[config.mk]
export PLATFORM = sky130hd
export DESIGN_NAME = delta_event_fifo_flat
export DESIGN_NICKNAME = d
export VERILOG_FILES = /design/src/rtl/delta_event_fifo_if.sv /design/src/rtl/delta_event_fifo.sv /design/src/flat_wrapper.sv
export SDC_FILE = /design/constraint.sdc
export NUM_CORES = 1
export LEC_CHECK = 0
export ABC_AREA = 1
export CORE_MARGIN = 2
export CORE_UTILIZATION = 55
export DETAILED_ROUTE_END_ITERATION = 10
export HOLD_SLACK_MARGIN = 0.08
export PLACE_DENSITY = 0.78
export SYNTH_ARGS = -nofsm -noshare
export SYNTH_HDL_FRONTEND = slang
export SYNTH_SLANG_ARGS = --single-unit
[constraint.sdc]
create_clock -name clk -period 2.1 [get_ports clk]
set_input_delay 0.42 -clock clk [delete_from_list [all_inputs] [get_ports clk]]
set_output_delay 0.42 -clock clk [all_outputs]
set_load 0.01 [all_outputs]
[src/rtl/delta_event_fifo_if.sv]
// Event-FIFO bus: neuron-side spike inputs, readout handshake and status outputs.
// The master modport drives the stimulus side; the slave modport is the FIFO itself.
interface delta_event_fifo_if #(
    parameter int unsigned DATA_W = 8,
    parameter int unsigned TS_W   = 8,
    parameter int unsigned DEPTH  = 4,
    parameter int unsigned DROP_W = 8
);
    localparam int unsigned LVL_W = $clog2(DEPTH) + 1;

    logic              spike_in;
    logic [DATA_W-1:0] diff_in;
    logic              ev_ready;
    logic              clr_ovf;
    logic              ev_valid;
    logic [TS_W-1:0]   ev_ts;
    logic [DATA_W-1:0] ev_diff;
    logic [LVL_W-1:0]  level;
    logic              ovf_flag;
    logic [DROP_W-1:0] drop_cnt;

    modport master (
        output spike_in, diff_in, ev_ready, clr_ovf,
        input  ev_valid, ev_ts, ev_diff, level, ovf_flag, drop_cnt
    );

    modport slave (
        input  spike_in, diff_in, ev_ready, clr_ovf,
        output ev_valid, ev_ts, ev_diff, level, ovf_flag, drop_cnt
    );
endinterface

[src/rtl/delta_event_fifo.sv]
// Timestamps delta spikes and buffers (ts, magnitude) events in a first-word-fall-through
// FIFO with valid/ready readout, sticky overflow flag and saturating drop counter.
module delta_event_fifo #(
    parameter int unsigned DATA_W = 8,
    parameter int unsigned TS_W   = 8,
    parameter int unsigned DEPTH  = 4,
    parameter int unsigned DROP_W = 8
) (
    input  logic                clk,
    input  logic                reset,
    delta_event_fifo_if.slave   bus
);
    localparam int unsigned PTR_W = $clog2(DEPTH);
    localparam int unsigned LVL_W = PTR_W + 1;
    localparam logic [LVL_W-1:0] FULL_LVL = LVL_W'(DEPTH);

    logic [TS_W-1:0]   r_ts;
    logic [PTR_W-1:0]  r_wr_ptr;
    logic [PTR_W-1:0]  r_rd_ptr;
    logic [LVL_W-1:0]  r_level;
    logic              r_ovf;
    logic [DROP_W-1:0] r_drop_cnt;
    logic [TS_W-1:0]   r_mem_ts   [DEPTH];
    logic [DATA_W-1:0] r_mem_diff [DEPTH];

    logic w_empty;
    logic w_full;
    logic w_pop;
    logic w_push;
    logic w_drop;

    // A pop frees the head slot this edge, so a full FIFO can still take a push.
    always_comb begin
        w_empty = (r_level == '0);
        w_full  = (r_level == FULL_LVL);
        w_pop   = !w_empty && bus.ev_ready;
        w_push  = bus.spike_in && (!w_full || w_pop);
        w_drop  = bus.spike_in && w_full && !w_pop;
    end

    always_ff @(posedge clk) begin
        if (reset) begin
            r_ts       <= '0;
            r_wr_ptr   <= '0;
            r_rd_ptr   <= '0;
            r_level    <= '0;
            r_ovf      <= 1'b0;
            r_drop_cnt <= '0;
        end else begin
            r_ts <= r_ts + TS_W'(1);
            if (w_push) begin
                r_wr_ptr <= r_wr_ptr + PTR_W'(1);
            end
            if (w_pop) begin
                r_rd_ptr <= r_rd_ptr + PTR_W'(1);
            end
            if (w_push && !w_pop) begin
                r_level <= r_level + LVL_W'(1);
            end else if (w_pop && !w_push) begin
                r_level <= r_level - LVL_W'(1);
            end
            // Clear wins over a coincident drop; that drop goes uncounted.
            if (bus.clr_ovf) begin
                r_ovf      <= 1'b0;
                r_drop_cnt <= '0;
            end else if (w_drop) begin
                r_ovf <= 1'b1;
                if (r_drop_cnt != '1) begin
                    r_drop_cnt <= r_drop_cnt + DROP_W'(1);
                end
            end
        end
    end

    always_ff @(posedge clk) begin
        if (!reset && w_push) begin
            r_mem_ts[r_wr_ptr]   <= r_ts;
            r_mem_diff[r_wr_ptr] <= bus.diff_in;
        end
    end

    assign bus.ev_valid = !w_empty;
    assign bus.ev_ts    = w_empty ? '0 : r_mem_ts[r_rd_ptr];
    assign bus.ev_diff  = w_empty ? '0 : r_mem_diff[r_rd_ptr];
    assign bus.level    = r_level;
    assign bus.ovf_flag = r_ovf;
    assign bus.drop_cnt = r_drop_cnt;
endmodule
[src/flat_wrapper.sv]
// flat-port wrapper written by rule: the top's interface ports become plain ports
module delta_event_fifo_flat 
#(
    parameter int unsigned DATA_W = 8,
    parameter int unsigned TS_W   = 8,
    parameter int unsigned DEPTH  = 4,
    parameter int unsigned DROP_W = 8
)
  (clk, reset, bus_spike_in, bus_diff_in, bus_ev_ready, bus_clr_ovf, bus_ev_valid, bus_ev_ts, bus_ev_diff, bus_level, bus_ovf_flag, bus_drop_cnt);
  delta_event_fifo_if #(.DATA_W(DATA_W), .TS_W(TS_W), .DEPTH(DEPTH), .DROP_W(DROP_W)) bus_i ();
  input  logic clk;
  input  logic reset;
  input wire logic [$bits(bus_i.spike_in)-1:0] bus_spike_in;
  input wire logic [$bits(bus_i.diff_in)-1:0] bus_diff_in;
  input wire logic [$bits(bus_i.ev_ready)-1:0] bus_ev_ready;
  input wire logic [$bits(bus_i.clr_ovf)-1:0] bus_clr_ovf;
  output wire logic [$bits(bus_i.ev_valid)-1:0] bus_ev_valid;
  output wire logic [$bits(bus_i.ev_ts)-1:0] bus_ev_ts;
  output wire logic [$bits(bus_i.ev_diff)-1:0] bus_ev_diff;
  output wire logic [$bits(bus_i.level)-1:0] bus_level;
  output wire logic [$bits(bus_i.ovf_flag)-1:0] bus_ovf_flag;
  output wire logic [$bits(bus_i.drop_cnt)-1:0] bus_drop_cnt;
  assign bus_i.spike_in = bus_spike_in;
  assign bus_i.diff_in = bus_diff_in;
  assign bus_i.ev_ready = bus_ev_ready;
  assign bus_i.clr_ovf = bus_clr_ovf;
  assign bus_ev_valid = bus_i.ev_valid;
  assign bus_ev_ts = bus_i.ev_ts;
  assign bus_ev_diff = bus_i.ev_diff;
  assign bus_level = bus_i.level;
  assign bus_ovf_flag = bus_i.ovf_flag;
  assign bus_drop_cnt = bus_i.drop_cnt;
  delta_event_fifo #(.DATA_W(DATA_W), .TS_W(TS_W), .DEPTH(DEPTH), .DROP_W(DROP_W)) u_core (.clk(clk), .reset(reset), .bus(bus_i));
endmodule
Yosys cells after proc, flatten, opt, wreduce, memory -nomap -nowiden
Memory sizes are Yosys's and may differ from the RTL's. A register that Yosys moved wholly into a read port is not among the register bits.
Index checks and enable logic that the tools add are counted.
Widths: inputs -> output; s select.
{"block": "word_totals", "regBits": 24, "ramBits": 64, "elab_cells": 43, "n_memories": 2}
{"block": "classes", "addsub": 6, "eq_ne": 2, "muxes": 10, "n_reduce_logical": 17}
{"name": "u_core.r_mem_diff", "depth": 4, "width": 8, "rd": 1, "rd_clocked_by_memory_dff": 1, "write_ports": 1, "line": "delta_event_fifo.sv:24", "source": "logic [DATA_W-1:0] r_mem_diff [DEPTH];"}
{"name": "u_core.r_mem_ts", "depth": 4, "width": 8, "rd": 1, "rd_clocked_by_memory_dff": 1, "write_ports": 1, "line": "delta_event_fifo.sv:23", "source": "logic [TS_W-1:0] r_mem_ts [DEPTH];"}
{"op": "$add 8x1->8 const B", "count": 2}
{"op": "$mux 8", "count": 2}
{"op": "$mux 2", "count": 4}
{"op": "$ne 8x8->1 const B", "count": 1}
{"op": "$logic_and 1x1->1", "count": 7}
{"op": "$mux 3", "count": 2}
{"op": "$logic_not 1->1", "count": 5}
{"op": "$add 2x1->2 const B", "count": 2}
{"op": "$add 3x1->3 const B", "count": 1}
{"op": "$eq 3x3->1 const B", "count": 1}
{"op": "$logic_not 3->1", "count": 1}
{"op": "$sub 3x1->3 const B", "count": 1}
{"op": "$mux 1", "count": 2}
{"op": "$reduce_and 2->1", "count": 1}
{"op": "$reduce_bool 2->1", "count": 1}
{"op": "$reduce_or 2->1", "count": 1}
{"op": "$logic_or 1x1->1", "count": 1}

Depth between registers and ports, before layout
Gate-level depths: netlist of run 1.
{"block": "logic_depth", "word_depth": 9, "depth_mapped": 13}

Least setup slack after synthesis of run 1
OpenSTA, ideal clock, no wires.
{"block": "synth_timing", "path_kind": "reg2reg", "from": "reg u_core.r_level[0] (netlist: u_core.bus.level[0])", "to": "mem u_core.r_mem_diff[0][0], enable pin", "setup_time_ns": 0.389, "arrival_ns": 1.583, "t_required_ns": 1.711, "setup_slack_ns": 0.128, "stages_incl_launch_ff": 7, "path_buffers": 0, "synth_period_minus_slack_ns": 1.972, "cell_sequence": "dfxtp_1 -> nor2_4 -> nand2_1 -> nand2_1 -> inv_1 -> nand2_1 -> nor2_1"}
{"block": "synth_between", "elab_chain_len": 8, "word_cells_on_any_way": 10}
{"item": "start: declaration", "line": "delta_event_fifo.sv:20", "source": "logic [LVL_W-1:0] r_level;"}
{"item": "start signal: assignment", "line": "delta_event_fifo.sv:58", "source": "r_level <= r_level + LVL_W'(1);"}
{"item": "start signal: assignment", "line": "delta_event_fifo.sv:60", "source": "r_level <= r_level - LVL_W'(1);"}
{"item": "$logic_not 3->1", "line": "delta_event_fifo.sv:34", "source": "w_empty = (r_level == '0);"}
{"item": "$logic_not 1->1", "line": "delta_event_fifo.sv:36", "source": "w_pop = !w_empty && bus.ev_ready;"}
{"item": "$logic_and 1x1->1", "line": "delta_event_fifo.sv:36"}
{"item": "$logic_or 1x1->1 *", "line": "delta_event_fifo.sv:37", "source": "w_push = bus.spike_in && (!w_full || w_pop);"}
{"item": "$logic_and 1x1->1 *", "line": "delta_event_fifo.sv:37"}
{"item": "$logic_and 1x1->1 *", "line": "delta_event_fifo.sv:76", "source": "if (!reset && w_push) begin"}
{"item": "$mux 1 *", "line": "delta_event_fifo.sv:76"}
{"item": "$mux 1 (not written as such) *", "line": "delta_event_fifo.sv:78", "source": "r_mem_diff[r_wr_ptr] <= bus.diff_in;"}
{"item": "end: declaration", "line": "delta_event_fifo.sv:24"}
Every way passes the cells marked *; elsewhere a longest branch is shown, timed or not.

==> results of run 1 <==
[cells by family after synthesis]
logic type / Yosys count / synth area share
XOR/XNOR: 3 / 0.00692
AO/OA/AOI/OAI: 72 / 0.0965
AND/OR/NAND/NOR: 154 / 0.174
buffers and inverters: 44 / 0.0517
adder cells (fa/ha/maj): 8 / 0.0283
flip-flops: 90 / 0.643
[how the worst max path moves through the flow]
stage / startpoint / to / slack, ns
2_1_floorplan: u_core.bus.level[0]$_SDFFE_PP0P_ / u_core.r_mem_diff[0][0]$_DFFE_PP_ / 0.13
3_3_place_gp: bus_ev_ready / u_core.bus.level[2]$_SDFFE_PP0P_ / -0.12
3_5_place_dp: bus_ev_ready / u_core.bus.level[2]$_SDFFE_PP0P_ / -0.19
4_1_cts: register / bus_ev_diff[1] / 0.05
5_1_grt: register / bus_ev_diff[7] / 0.005
6_report: register / bus_ev_ts[7] / 0.06
[layout make-up]
| cell class | instances | share of cell area |
|---|---|---|
| timing repair buffer | 62 | 0.133 |
| sequential | 90 | 0.528 |
| clock inverter | 6 | 0.0103 |
| tap | 80 | 0.0216 |
| multi-input combinational | 237 | 0.251 |
| inverter | 31 | 0.0259 |
| clock buffer | 10 | 0.0297 |
[routing by layer]
metal / track usage / wire, microns / part of all wire
met5: 0 / 0 / 0
met4: 0.0783 / 125 / 0.017
met3: 0.0597 / 326 / 0.043
met2: 0.386 / 3920 / 0.52
met1: 0.228 / 3160 / 0.42
[flip-flops by register name (all words and copies together), names as in the netlist, named ones only]
register             count
u_core.r_mem_diff       32
u_core.r_mem_ts         32
u_core.bus.drop_cnt      8
u_core.r_ts              8
u_core.bus.level         3
u_core.r_rd_ptr          2
u_core.r_wr_ptr          2
u_core.bus.ovf_flag      1
[cell usage after synthesis]
master	number
fa_1	1
buf_4	3
ha_1	7
nor3_1	1
nor2_4	3
inv_1	26
edfxtp_1	64
inv_2	4
clkinv_2	1
o21ai_0	25
o21bai_1	1
xor2_1	3
a31oi_1	1
or3_1	1
o21a_1	1
clkbuf_2	1
o21ai_1	16
nand4_1	3
nor2_1	90
nor2_2	1
nand3_1	13
dfxtp_1	26
buf_2	8
nand2_2	5
nand3_4	1
nand2_1	35
a21oi_1	28
nand3b_1	1
buf_6	1
[critical path: cells and delay by family, from the launching register on]
| kind | cells | cell delay (ns) |
|---|---|---|
| AOI/OAI and AO/OA | 2 | 0.25 |
| buffers and inverters | 2 | 0.47 |
| and+or+nand+nor | 2 | 0.12 |
| DFF | 1 | 0.42 |
[power breakdown]
group          total (W)  internal, W  switching, W
combinational    0.00149     0.000651      0.000837
sequential       0.00210      0.00202     0.0000834
clock            0.00111     0.000475      0.000631
[through the flow]
| step | setup TNS, ns | instances | hold WS, ns | cell area [sq um] | worst slack, ns |
|---|---|---|---|---|---|
| after floorplan | 0 | 371 | 0.454 | 3800 | 0.128 |
| after global placement | -0.163 | 500 | 0.457 | 4460 | -0.121 |
| after detailed placement | -0.312 | 500 | 0.460 | 4460 | -0.191 |
| after CTS | 0 | 516 | 0.482 | 4640 | 0.0518 |
| after global routing | 0 | 516 | 0.521 | 4630 | 0.00497 |
| final | 0 | 516 | 0.477 | 4630 | 0.0621 |
[what timing repair did]
| action | in CTS | in global routing |
|---|---|---|
| gates resized for setup | 21 | 8 |
| setup endpoints to repair | 16 | 5 |
| hold endpoints to repair | 0 | 0 |
| hold buffers | 0 | 0 |
==> results.sh, run 1 <==
export IMPL_status="complete, no violations"
export IMPL_synthTopCellsByArea="edfxtp_1 (51%), dfxtp_1 (14%), nor2_1 (8.9%), a21oi_1 (3.7%), nand2_1 (3.5%)"
export IMPL_hold_depth=1
export IMPL_cp_common_cell="nor2_1"
export IMPL_viasPerCell=5.26
export IMPL_gp_congestion=0.752
export IMPL_grt_pass1_vias=2648
export IMPL_layout_drive_gt1_share=0.131
export IMPL_drv_slew=0
export IMPL_power_w=0.00469
export IMPL_hold_path_class="reg -> reg"
export IMPL_cp_start_kind="register"
export IMPL_holdCritStartpoint="u_core.bus.ovf_flag$_SDFFE_PP0P_"
export IMPL_fin_skew_ns=0.0131
export IMPL_nFillCells=508
export IMPL_finalWirelength_mm=7.53
export IMPL_max_freq_mhz=491
export IMPL_cts_tree="yes"
export IMPL_r2r_start="u_core.bus.level[0]$_SDFFE_PP0P_"
export IMPL_synth_top_area_cell="edfxtp_1"
export IMPL_maxSlewHeadroom=0.745
export IMPL_final_seq_area_sq_mm=0.00245
export IMPL_cts_root_buf="clkbuf_8"
export IMPL_worstPathCellList="buf_4 > nor2_1 > nor2_1 > o21ai_1 > a21oi_1 > dlygate4sd2_1"
export IMPL_grt_overflow=0
export IMPL_netlist_instances=371
export IMPL_grt_max_degree=23
export IMPL_postCtsSetupBuffers=0
export IMPL_numPortBuffers=41
export IMPL_hold_violations=0
export IMPL_end_kind="output pin"
export IMPL_multiInputGateArea_sq_mm=0.00116
export IMPL_rows=30
export IMPL_ant_nets=0
export IMPL_setup_violations=0
export IMPL_syn_area_per_cell_sq_um=10.2
export IMPL_drc=0
export IMPL_die_x_microns=87.1
export IMPL_core_sq_mm=0.00676
export IMPL_post_route_period_util=0.970
export IMPL_rsz0062_at_grt="no"
export IMPL_ys_types=29
export IMPL_clk_path_buf_depth=2
export IMPL_synth_nets=392
export IMPL_max_vdd_ir_drop_v=0.000617
export IMPL_insertedDiodeCount=0
export IMPL_leakage_nw=1.78
export IMPL_dp_hpwl_mm=4.89
export IMPL_crit_required_ns=1.68
export IMPL_cts_max_level=3
export IMPL_die_area_sq_mm=0.00759
export IMPL_min_to="u_core.bus.ovf_flag$_SDFFE_PP0P_"
export IMPL_start_util=0.562
export IMPL_clock_sinks=90
export IMPL_final_common_cell="nor2_1"
export IMPL_synthToLayoutAreaGrowth_pct=22.0
export IMPL_first_iter_violations=144
export IMPL_critPathMaxStageDelay_ns=0.42
export IMPL_yosysWarnings=0
export IMPL_grt_antenna_before_repair=0
export IMPL_rr_worst_depth=10
export IMPL_numCtsBuffers=9
export IMPL_netlist_area_sq_mm=0.00380
export IMPL_nNetsFinal=452
export IMPL_path_clk_slew_ns=0.09
export IMPL_wl_per_cell_microns=14.6
export IMPL_cp_slowest_cell="dfxtp_4"
export IMPL_grt_usage=0.210
export IMPL_netlist_area_leader_share=0.506
export IMPL_path_class="reg -> out"
export IMPL_maxCapViolations=0
export IMPL_worst_pin_slew_ns=0.383
export IMPL_dr_pass1_iters=4
export IMPL_crit_fanout=7
export IMPL_final_cell_mix="nor2_1 (90), edfxtp_1 (64), nand2_1 (35)"
export IMPL_ys_seq_area_frac=0.643
export IMPL_r2r_end="u_core.bus.level[2]$_SDFFE_PP0P_"
export IMPL_ys_ff_latch=90
export IMPL_io_pins=42
export IMPL_cellPowerDensity_mw_per_mm2=1010
export IMPL_clock_latency_ns=0.37
export IMPL_via_count=2712
export IMPL_grt_pass1_wl_mm=11.8
export IMPL_fin_crit_ns=2.04
export IMPL_regToRegSetupSlack_ns=0.25
export IMPL_final_core_utilization=0.686
export IMPL_die_h_microns=87.1
export IMPL_arrival_ns=1.62
(Power assumes the default switching activity.)
==> run 2, diff against run 1 <==
--- a/config.mk
+++ b/config.mk
@@ -6,6 +6,7 @@
 export NUM_CORES = 1
 export LEC_CHECK = 0
 export ABC_AREA = 1
+export CAP_MARGIN = 20
 export CORE_MARGIN = 2
 export CORE_UTILIZATION = 55
 export DETAILED_ROUTE_END_ITERATION = 10
==> results of run 2 <==
Same layout as run 1: the final DEF is identical, and so are final timing and power.
==> run 3, diff against run 2 <==
--- a/config.mk
+++ b/config.mk
@@ -12,6 +12,7 @@
 export DETAILED_ROUTE_END_ITERATION = 10
 export HOLD_SLACK_MARGIN = 0.08
 export PLACE_DENSITY = 0.78
+export SETUP_SLACK_MARGIN = 0.15
 export SYNTH_ARGS = -nofsm -noshare
 export SYNTH_HDL_FRONTEND = slang
 export SYNTH_SLANG_ARGS = --single-unit
==> run 3 against run 2 <==
Compared with the run above: sequential cell count stayed put; setup slack better by 0.13 ns; final cell count increased by 0.39%; cell area down 0.19%; register-to-register slack barely moved; worst hold slack about the same; highest routed layer unchanged; global-route usage about the same; via count is 0.33% higher; total power rose by 0.86%; count of clock-buffer cells in the layout unchanged; fmax is 6.6% higher; sequential share of layout area grew 0.10 points.
==> results.sh, run 3 (synthesized netlist as in run 1, its figures left out) <==
export IMPL_clock_latency_ns=0.36
export IMPL_wl_met2_mm=3.99
export IMPL_insertedDiodeCount=0
export IMPL_ant_nets=0
export IMPL_die_area_sq_mm=0.00759
export IMPL_reg_top3="u_core.r_mem_diff: 32 flops, u_core.r_mem_ts: 32 flops"
export IMPL_clock_sinks=90
export IMPL_dr_pass1_iters=4
export IMPL_cp_common_cell="nor2_1"
export IMPL_core_sq_mm=0.00676
export IMPL_finalWirelength_mm=7.62
export IMPL_cp_depth=6
export IMPL_final_core_utilization=0.685
export IMPL_drc=0
export IMPL_grt_max_degree=23
export IMPL_hold_path_class="reg -> reg"
export IMPL_final_common_cell="nor2_1"
export IMPL_die_h_microns=87.1
export IMPL_clk_path_buf_depth=2
export IMPL_gp_congestion=0.752
export IMPL_path_delay_family="flip-flops"
export IMPL_maxCapViolations=0
export IMPL_numPortBuffers=41
export IMPL_via_count=2721
export IMPL_grt_pass1_wl_mm=11.9
export IMPL_viasPerCell=5.25
export IMPL_cellPowerDensity_mw_per_mm2=1020
export IMPL_rr_worst_depth=10
export IMPL_drv_slew=0
export IMPL_final_seq_area_sq_mm=0.00245
export IMPL_leakage_nw=1.78
export IMPL_critPathMaxStageDelay_ns=0.43
export IMPL_fin_crit_ns=1.91
export IMPL_end_kind="output pin"
export IMPL_grt_antenna_before_repair=0
export IMPL_postCtsHoldBufs=0
export IMPL_worst_pin_slew_ns=0.382
export IMPL_post_route_period_util=0.910
export IMPL_rsz0062_at_grt="yes"
export IMPL_pre_cts_slack_ns=-0.191
export IMPL_grt_usage=0.210
export IMPL_fin_skew_ns=0.0103
export IMPL_multiInputGateArea_sq_mm=0.00117
export IMPL_grt_overflow=0
export IMPL_dp_hpwl_mm=4.89
export IMPL_hold_depth=1
export IMPL_numCtsBuffers=9
export IMPL_grt_pass1_vias=2666
export IMPL_status="complete, no violations"
export IMPL_crit_fanout=8
export IMPL_nFillCells=501
export IMPL_synthToLayoutAreaGrowth_pct=21.7
export IMPL_arrival_ns=1.49
export IMPL_wirelength_met1_mm=3.16
export IMPL_setup_violations=0
export IMPL_worstPathCellList="buf_6 > nor2_1 > nor2_1 > o21ai_1 > a21oi_1 > clkdlybuf4s15_2"
export IMPL_cp_start_kind="register"
export IMPL_io_pins=42
export IMPL_final_area_sq_mm=0.00463
export IMPL_final_cell_mix="nor2_1 (88), edfxtp_1 (64), nand2_1 (35)"
export IMPL_crit_required_ns=1.68
export IMPL_first_iter_violations=110
export IMPL_cts_root_buf="clkbuf_8"
export IMPL_max_freq_mhz=523
export IMPL_maxSlewHeadroom=0.745
export IMPL_rows=30
export IMPL_nNetsFinal=454
export IMPL_power_w=0.00473
export IMPL_hold_violations=0
export IMPL_wl_met3_microns=350
export IMPL_cts_tree="yes"
export IMPL_wl_per_cell_microns=14.7
export IMPL_die_x_microns=87.1
export IMPL_max_vdd_ir_drop_v=0.000702
export IMPL_holdWs_ns=0.477
export IMPL_path_buf_inv=2
export IMPL_layout_drive_gt1_share=0.169
export IMPL_highest_layer="met4"
export IMPL_start_util=0.562
export IMPL_path_clk_slew_ns=0.09
export IMPL_cp_slowest_cell="dfxtp_4"
export IMPL_path_class="reg -> out"
export IMPL_dpl_instance_area_sq_mm=0.00446
export IMPL_fin_ws_ns=0.189
export IMPL_cts_max_level=3
## run 3: changes by cell type in the layout (fill, tap and decap cells not counted), moves of 2 or more
cell,before,now
o21ai_0,25,13
buf_2,0,11
nor2_1,90,88
clkdlybuf4s15_1,2,0
nor2_2,1,3
o21ai_1,16,28
dlygate4sd2_1,11,0
## run 3: through the flow
| step | setup TNS [ns] | cells |
|---|---|---|
| 6_report | 0 | 518 |
| 5_1_grt | 0 | 518 |
| 4_1_cts | 0 | 517 |
| 3_5_place_dp | -0.312 | 500 |
| 3_3_place_gp | -0.163 | 500 |
| 2_1_floorplan | 0 | 371 |
## run 3: final cells by class
cell class                 instances  share of cell area
clock inverter                     6              0.0103
inverter                          31              0.0270
timing repair buffer              64               0.128
sequential                        90               0.529
multi-input combinational        237               0.254
clock buffer                      10              0.0298
tap                               80              0.0216
## run 3: repair_timing
| item | CTS | global route |
|---|---|---|
| resized for setup | 67 | 17 |
| pin swaps | 3 | 6 |
| setup buffers | 1 | 0 |
| endpoints found under the setup margin | 16 | 15 |
| gates cloned | 0 | 1 |
## run 3: final timing paths
path | start | slack, ns | endpoint
worst min-delay path | u_core.bus.ovf_flag$_SDFFE_PP0P_ | 0.48 | u_core.bus.ovf_flag$_SDFFE_PP0P_
worst max-delay path | register | 0.19 | bus_ev_diff[6]
worst min register to register | u_core.bus.ovf_flag$_SDFFE_PP0P_ | 0.48 | u_core.bus.ovf_flag$_SDFFE_PP0P_
worst max register to register | u_core.bus.level[0]$_SDFFE_PP0P_ | 0.25 | u_core.bus.level[2]$_SDFFE_PP0P_
## run 3: metal layers
| metal | vias up | GRT usage |
|---|---|---|
| met5 | - | 0 |
| met4 | 0 | 0.0839 |
| met3 | 12 | 0.0436 |
| met2 | 73 | 0.389 |
| met1 | 1262 | 0.232 |
| li1 | 1374 | - |
## run 3: power breakdown
group	switching, W	internal [W]	total, W	leakage (nW)
Combinational	0.000872	0.000656	0.00153	0.887
Sequential	0.0000868	0.00202	0.00210	0.801
Clock	0.000627	0.000475	0.00110	0.0937
## run 3: worst reg2reg max path, cell delays in order, from the launching register on
cell and delay, ns:
dfxtp_1 0.34, nor2_4 0.18, nand2_4 0.11, nand2_1 0.11, ha_1 0.17, inv_1 0.07, fa_1 0.39, nand2_1 0.08
nand3_1 0.08, o21ai_0 0.15, a21oi_1 0.06
